**config.mk**
```make
export PLATFORM = sky130hd
export DESIGN_NAME = video_bbox_overlay
export DESIGN_NICKNAME = d
export VERILOG_FILES = /design/src/rtl/video_pkg.sv /design/src/rtl/video_xy_counter.sv /design/src/rtl/video_bbox_overlay.sv
export SDC_FILE = /design/constraint.sdc
export NUM_CORES = 1
export LEC_CHECK = 0
export ABC_AREA = 1
export CAP_MARGIN = 20
export CORE_UTILIZATION = 60
export CTS_BUF_LIST = sky130_fd_sc_hd__clkbuf_16
export DETAILED_ROUTE_END_ITERATION = 8
export PLACE_DENSITY = 0.88
export REMOVE_ABC_BUFFERS = 1
export SYNTH_ARGS = -nofsm -noshare
export SYNTH_HDL_FRONTEND = slang
export SYNTH_SLANG_ARGS = --single-unit
```
**constraint.sdc**
```tcl
create_clock -name clk -period 4 [get_ports clk]
set_input_delay 0.8 -clock clk [delete_from_list [all_inputs] [get_ports clk]]
set_output_delay 0.8 -clock clk [all_outputs]
set_load 0.005 [all_outputs]
```
**src/rtl/video_pkg.sv**
```systemverilog
// Shared types for the video processing chain: coordinate/pixel widths, pixel and box records,
// and the frame-sync state encoding.
package video_pkg;

    localparam int COORD_W = 11;
    localparam int PIX_W   = 8;

    typedef struct packed {
        logic [PIX_W-1:0] r;
        logic [PIX_W-1:0] g;
        logic [PIX_W-1:0] b;
    } rgb_t;

    typedef struct packed {
        logic [COORD_W-1:0] xmin;
        logic [COORD_W-1:0] xmax;
        logic [COORD_W-1:0] ymin;
        logic [COORD_W-1:0] ymax;
        logic               valid;
    } bbox_t;

    typedef enum logic {
        ST_WAIT_SYNC = 1'b0,
        ST_RUN       = 1'b1
    } sync_state_t;

endpackage

```
**src/rtl/video_xy_counter.sv**
```systemverilog
// de/vs edge detection plus saturating x/y pixel counters; o_x/o_y give the coordinate of the
// pixel currently presented on the input.
module video_xy_counter
    import video_pkg::*;
#(
    parameter int H_RES = 64,
    parameter int V_RES = 64
) (
    input  logic               clk,
    input  logic               rst_n,
    input  logic               i_de,
    input  logic               i_vs,
    output logic [COORD_W-1:0] o_x,
    output logic [COORD_W-1:0] o_y,
    output logic               o_vs_rise
);

    localparam logic [COORD_W-1:0] X_MAX = COORD_W'(H_RES - 1);
    localparam logic [COORD_W-1:0] Y_MAX = COORD_W'(V_RES - 1);

    logic               r_de_q;
    logic               r_vs_q;
    logic [COORD_W-1:0] r_x;
    logic [COORD_W-1:0] r_y;
    logic               w_vs_rise;
    logic               w_de_fall;

    assign w_vs_rise = i_vs & ~r_vs_q;
    assign w_de_fall = ~i_de & r_de_q;

    // NOTE: sequential state uses non-blocking assignments so every register samples pre-edge values.
    always_ff @(posedge clk or negedge rst_n) begin
        if (!rst_n) begin
            r_de_q <= 1'b0;
            r_vs_q <= 1'b0;
            r_x    <= '0;
            r_y    <= '0;
        end else begin
            r_de_q <= i_de;
            r_vs_q <= i_vs;

            if (w_de_fall)
                r_x <= '0;
            else if (i_de && r_x != X_MAX)
                r_x <= r_x + 1'b1;

            if (w_vs_rise)
                r_y <= '0;
            else if (w_de_fall && r_y != Y_MAX)
                r_y <= r_y + 1'b1;
        end
    end

    assign o_x       = r_x;
    assign o_y       = r_y;
    assign o_vs_rise = w_vs_rise;

endmodule

```
**src/rtl/video_bbox_overlay.sv**
```systemverilog
// Colour-mask bounding-box tracker with 1-pixel outline overlay, fixed 2-cycle stream latency.
// Optional BBOX_MASK_VIEW_EN: non-border active pixels show the binary mask (white/black).
module video_bbox_overlay
    import video_pkg::*;
#(
    parameter int                 H_RES     = 64,
    parameter int                 V_RES     = 64,
    parameter logic [PIX_W-1:0]   R_TH      = 8'd128,
    parameter logic [PIX_W-1:0]   G_TH      = 8'd64,
    parameter logic [PIX_W-1:0]   B_TH      = 8'd64,
    parameter logic [3*PIX_W-1:0] BOX_COLOR = 24'h00FF00
) (
    input  logic               clk,
    input  logic               rst_n,
    input  logic               de_in,
    input  logic               hs_in,
    input  logic               vs_in,
    input  logic [PIX_W-1:0]   r_in,
    input  logic [PIX_W-1:0]   g_in,
    input  logic [PIX_W-1:0]   b_in,
    output logic               de_out,
    output logic               hs_out,
    output logic               vs_out,
    output logic [PIX_W-1:0]   r_out,
    output logic [PIX_W-1:0]   g_out,
    output logic [PIX_W-1:0]   b_out,
    output logic [COORD_W-1:0] bbox_x_min,
    output logic [COORD_W-1:0] bbox_x_max,
    output logic [COORD_W-1:0] bbox_y_min,
    output logic [COORD_W-1:0] bbox_y_max,
    output logic               bbox_valid,
    output logic               frame_done
);

    logic [COORD_W-1:0] w_x;
    logic [COORD_W-1:0] w_y;
    logic               w_vs_rise;
    logic               w_mask;

    video_xy_counter #(.H_RES(H_RES), .V_RES(V_RES)) u_xy (
        .clk       (clk),
        .rst_n     (rst_n),
        .i_de      (de_in),
        .i_vs      (vs_in),
        .o_x       (w_x),
        .o_y       (w_y),
        .o_vs_rise (w_vs_rise)
    );

    assign w_mask = de_in & (r_in >= R_TH) & (g_in < G_TH) & (b_in < B_TH);

    // Frame-boundary FSM
    sync_state_t r_state;
    sync_state_t w_state_next;
    logic        w_publish;
    logic        w_acc_clear;
    logic        w_acc_en;

    always_ff @(posedge clk or negedge rst_n) begin
        if (!rst_n) r_state <= ST_WAIT_SYNC;
        else        r_state <= w_state_next;
    end

    always_comb begin
        w_state_next = r_state;
        if (r_state == ST_WAIT_SYNC && w_vs_rise)
            w_state_next = ST_RUN;
    end

    // NOTE: every combinational output gets a default first so no path can infer a latch.
    always_comb begin
        w_publish   = 1'b0;
        w_acc_clear = w_vs_rise;
        w_acc_en    = 1'b0;
        if (r_state == ST_RUN) begin
            w_publish = w_vs_rise;
            w_acc_en  = w_mask & ~w_vs_rise;
        end
    end

    // Accumulator and published box
    bbox_t r_acc;
    bbox_t r_box;
    logic  r_frame_done;

    always_ff @(posedge clk or negedge rst_n) begin
        if (!rst_n) begin
            r_acc        <= '0;
            r_box        <= '0;
            r_frame_done <= 1'b0;
        end else begin
            r_frame_done <= w_publish;
            if (w_publish)
                r_box <= r_acc.valid ? r_acc : '0;

            if (w_acc_clear) begin
                r_acc <= '0;
            end else if (w_acc_en) begin
                if (!r_acc.valid) begin
                    r_acc <= '{xmin: w_x, xmax: w_x, ymin: w_y, ymax: w_y, valid: 1'b1};
                end else begin
                    if (w_x < r_acc.xmin) r_acc.xmin <= w_x;
                    if (w_x > r_acc.xmax) r_acc.xmax <= w_x;
                    if (w_y < r_acc.ymin) r_acc.ymin <= w_y;
                    if (w_y > r_acc.ymax) r_acc.ymax <= w_y;
                end
            end
        end
    end

    // Stage 1: registered stream, coordinates and mask
    logic               r_s1_de, r_s1_hs, r_s1_vs;
    rgb_t               r_s1_rgb;
    logic [COORD_W-1:0] r_s1_x, r_s1_y;

    always_ff @(posedge clk or negedge rst_n) begin
        if (!rst_n) begin
            r_s1_de  <= 1'b0;
            r_s1_hs  <= 1'b0;
            r_s1_vs  <= 1'b0;
            r_s1_rgb <= '0;
            r_s1_x   <= '0;
            r_s1_y   <= '0;
        end else begin
            r_s1_de  <= de_in;
            r_s1_hs  <= hs_in;
            r_s1_vs  <= vs_in;
            r_s1_rgb <= '{r: r_in, g: g_in, b: b_in};
            r_s1_x   <= w_x;
            r_s1_y   <= w_y;
        end
    end

`ifdef BBOX_MASK_VIEW_EN
    logic r_s1_mask;

    always_ff @(posedge clk or negedge rst_n) begin
        if (!rst_n) r_s1_mask <= 1'b0;
        else        r_s1_mask <= w_mask;
    end
`endif

    // Overlay mux feeding stage 2
    logic w_x_in, w_y_in, w_x_edge, w_y_edge, w_on_border;
    rgb_t w_pix;

    assign w_x_in      = (r_s1_x >= r_box.xmin) && (r_s1_x <= r_box.xmax);
    assign w_y_in      = (r_s1_y >= r_box.ymin) && (r_s1_y <= r_box.ymax);
    assign w_x_edge    = (r_s1_x == r_box.xmin) || (r_s1_x == r_box.xmax);
    assign w_y_edge    = (r_s1_y == r_box.ymin) || (r_s1_y == r_box.ymax);
    assign w_on_border = r_s1_de && r_box.valid && ((w_x_edge && w_y_in) || (w_y_edge && w_x_in));

    always_comb begin
        w_pix = r_s1_rgb;
`ifdef BBOX_MASK_VIEW_EN
        if (r_s1_de)
            w_pix = r_s1_mask ? rgb_t'(24'hFFFFFF) : rgb_t'(24'h000000);
`endif
        if (w_on_border)
            w_pix = rgb_t'(BOX_COLOR);
    end

    // Stage 2: registered output stream
    logic r_s2_de, r_s2_hs, r_s2_vs;
    rgb_t r_s2_rgb;

    always_ff @(posedge clk or negedge rst_n) begin
        if (!rst_n) begin
            r_s2_de  <= 1'b0;
            r_s2_hs  <= 1'b0;
            r_s2_vs  <= 1'b0;
            r_s2_rgb <= '0;
        end else begin
            r_s2_de  <= r_s1_de;
            r_s2_hs  <= r_s1_hs;
            r_s2_vs  <= r_s1_vs;
            r_s2_rgb <= w_pix;
        end
    end

    assign de_out     = r_s2_de;
    assign hs_out     = r_s2_hs;
    assign vs_out     = r_s2_vs;
    assign r_out      = r_s2_rgb.r;
    assign g_out      = r_s2_rgb.g;
    assign b_out      = r_s2_rgb.b;
    assign bbox_x_min = r_box.xmin;
    assign bbox_x_max = r_box.xmax;
    assign bbox_y_min = r_box.ymin;
    assign bbox_y_max = r_box.ymax;
    assign bbox_valid = r_box.valid;
    assign frame_done = r_frame_done;

endmodule

```
==> results.json <==
{
  "vdd_drop_max_mv": 0.356,
  "p_int_mw": 3.30,
  "period_needed_ps": 2610,
  "drc_errors": 0,
  "topRoutingLayerUsed": "met4",
  "critPathTopFamily": "simple AND/OR/NAND/NOR gates",
  "cts_hold_buf": 0,
  "drt-total-wl_um": 22600,
  "antenna_found_initial": 0,
  "cts_tree": "done",
  "maxCapViolCount": 0,
  "avgSynthCellArea_um2": 9.10,
  "via_per_inst": 5.77,
  "critPathBufInv": 3,
  "coreArea_um2": 15100,
  "holdCritPathClass": "reg2reg",
  "critPathCaptureType": "register",
  "drive_above_1_share_pct": 5.83,
  "wl_met1_um": 9260,
  "crit_slowest_cell": "clkdlybuf4s50_1",
  "wl_met2_um": 10600,
  "cts-resized-gates": 0,
  "place_congestion": 0.867,
  "drt-pass1-iter-count": 7,
  "gr-total-overflow": 0,
  "path_cells": "clkdlybuf4s50_1 > inv_2 > nor4_2 > nand4_1 > nand2_2 > buf_4 > nand2_4 > nand2_1 > nand2_1",
  "worst_pin_slew_ps": 762,
  "setup_tns_ps": 0,
  "crit_path_max_incr_delay_ps": 510,
  "holdPathStages": 0,
  "critPathRequiredTime_ps": 4330,
  "skew_ps": 10.4,
  "grt_first_pass_wirelength_um": 36800,
  "p_leak_nw": 5.48,
  "setup_viol_count_final": 0,
  "final_max_slew_viol_count": 0,
  "syn_area_um2": 9270,
  "relSlewSlack_pct": 49.2,
  "die_h_um": 126,
  "status": "finished, final reports clean",
  "start_kind": "input port",
  "yosysWarnings": 0,
  "post-route-period-util_pct": 65.2,
  "ys_ff_latch": 190,
  "clk_latency_ps": 440,
  "dieArea_um2": 16000,
  "post-dp-hpwl_um": 15900,
  "worst_slack_ps": 1390,
  "wl_met3_um": 1890,
  "yosysSeqAreaShare_pct": 51.3,
  "crit_type": "in2reg",
  "dp_slack_ps": 977,
  "routed-via-count": 7613,
  "final_common_cell": "nand2_1",
  "rows": 45,
  "cpMostUsedCell": "nand2_1",
  "wire_per_inst_um": 17.1,
  "rsz0062_at_grt": "no",
  "seqPwrFrac_pct": 45.0,
  "pwr-share-clk_pct": 34.9,
  "grt_pass1_vias": 7473,
  "crit_cells": 9,
  "antennaDiodeCount": 0,
  "portBuffers": 101,
  "initial_core_util_pct": 61.2,
  "critPathArrivalTime_ps": 2940,
  "power.density_nw_per_um2": 431,
  "r2r_cells": 9,
  "path_clk_slew_ps": 70,
  "htree_levels": 4,
  "grt_use_total_pct": 30.0,
  "clock_path_buffers": 2,
  "finalHoldViolCount": 0,
  "io_pins": 102,
  "final_nets": 1236,
  "p_sw_mw": 1.43,
  "cts_buffers": 17,
  "crit_path_max_fanout": 25,
  "grt_max_degree": 96,
  "p_sw_share_pct": 30.2,
  "ys_types": 35,
  "chipWidth_um": 126,
  "drtIter0Drc": 755,
  "postRouteAntennaNets": 0,
  "cts.sinks": 190,
  "mostFrequentLayoutCells": "226 x nand2_1, 190 x dfrtp_1, 170 x inv_1",
  "root_buffer": "clkbuf_16",
  "post_cts_buffers": 0,
  "comb_power_share_pct": 20.1,
  "syn_to_final_growth_pct": 18.3,
  "postSynthCellCount": 1019,
  "fmax_mhz": 384
}
-- through the flow --
stage / total power, mW / std cells / area, µm² / util [%] / hold slack (ps)
floorplan: 2.73 / 992 / 9090 / - / 331
global placement: 3.02 / 1288 / 10400 / 68.6 / 334
detailed placement: 3.07 / 1288 / 10400 / 68.6 / 339
CTS: 4.72 / 1320 / 11000 / 72.4 / 353
global route: 4.93 / 1320 / 11000 / 72.4 / 358
finish: 4.73 / 1320 / 11000 / 72.4 / 351
-- power groups by stage --
stage          Sequential (mW)  Clock, mW  Combinational, mW
2_1_floorplan             2.13          0              0.601
3_3_place_gp              2.16          0              0.863
3_5_place_dp              2.16          0              0.914
4_1_cts                   2.12       1.66              0.936
5_1_grt                   2.14       1.74               1.06
6_report                  2.13       1.65              0.949
-- sequential cells by signal, indices dropped and copies added (netlist names), 8 cells and up --
register	flops
g_out	8
bbox_y_min	11
r_acc	45
u_xy.o_x	11
r_s1_x	11
u_xy.o_y	11
r_out	8
r_s1_y	11
b_out	8
bbox_x_min	11
r_s1_rgb	24
bbox_x_max	11
bbox_y_max	11
-- synth_stat cells --
master | number | area share [%]
inv_4 | 1 | 0.068
nand3b_1 | 2 | 0.16
nor3_1 | 15 | 0.81
a21o_1 | 1 | 0.081
clkbuf_1 | 3 | 0.12
o21ai_2 | 6 | 0.57
buf_1 | 1 | 0.040
dfrtp_1 | 190 | 51
ha_1 | 88 | 12
nand3_1 | 73 | 3.9
buf_6 | 8 | 0.97
nor3b_1 | 2 | 0.16
buf_2 | 14 | 0.76
nand4_1 | 12 | 0.81
nand2_1 | 226 | 9.2
nor4_2 | 1 | 0.13
o21ai_4 | 1 | 0.18
nor2_8 | 1 | 0.22
nand2_2 | 4 | 0.27
mux2i_1 | 1 | 0.11
nor2_2 | 2 | 0.13
nor2_1 | 52 | 2.1
nand2_4 | 3 | 0.36
o22ai_1 | 40 | 2.7
a21oi_1 | 54 | 2.9
nand3_2 | 4 | 0.43
inv_1 | 169 | 6.8
buf_4 | 1 | 0.081
o21ai_0 | 29 | 1.6
o21ai_1 | 1 | 0.054
clkinv_1 | 1 | 0.040
inv_2 | 3 | 0.12
nor2_4 | 2 | 0.24
o21a_1 | 5 | 0.40
xor2_1 | 3 | 0.28
-- worst reg2reg max path, delay by kind of cell (launching register included) --
kind | cells | cell delay (ps)
simple gates | 8 | 1500
flops | 1 | 470
fa+ha+maj | 1 | 340
-- kinds of logic after synthesis --
kind of cell	after synthesis	share of synthesized area (%)
AOI/OAI and AO/OA	137	8.46
xor gates and xnor gates	3	0.283
adders and majority gates	88	11.9
buffers and inverters	201	9.04
DFF	190	51.3
muxes	1	0.108
and+or+nand+nor	399	18.9
-- path summary, 6_finish.rpt --
| check | start | to | slack, ps |
|---|---|---|---|
| max | de_in | r_acc[12]$_DFFE_PN0P_ | 1390 |
| min | r_s1_hs$_DFF_PN0_ | hs_out$_DFF_PN0_ | 350 |
| max reg2reg | u_xy.o_x[9]$_DFFE_PN0P_ | r_acc[38]$_DFFE_PN0P_ | 1610 |
| min reg2reg | r_s1_hs$_DFF_PN0_ | hs_out$_DFF_PN0_ | 350 |
| max in group asynchronous | rst_n | bbox_y_max[6]$_DFFE_PN0P_ | 2660 |
| min in group asynchronous | rst_n | b_out[1]$_DFF_PN0_ | 410 |
-- layer usage --
layer	global-route usage, %	vias to the layer above
met3	6.79	79
met5	0	-
li1	-	3493
met1	38.7	3626
met2	48.7	415
met4	14.0	0
-- area by class of cell --
| class | count | area, µm² |
|---|---|---|
| clock inverter | 15 | 148 |
| timing repair buffer | 108 | 1070 |
| fill | 1015 | 4180 |
| inverter | 174 | 656 |
| multi-input combinational | 628 | 3680 |
| tap | 188 | 235 |
| sequential | 190 | 4750 |
| clock buffer | 17 | 425 |
Power figures use the tool's default switching activity.
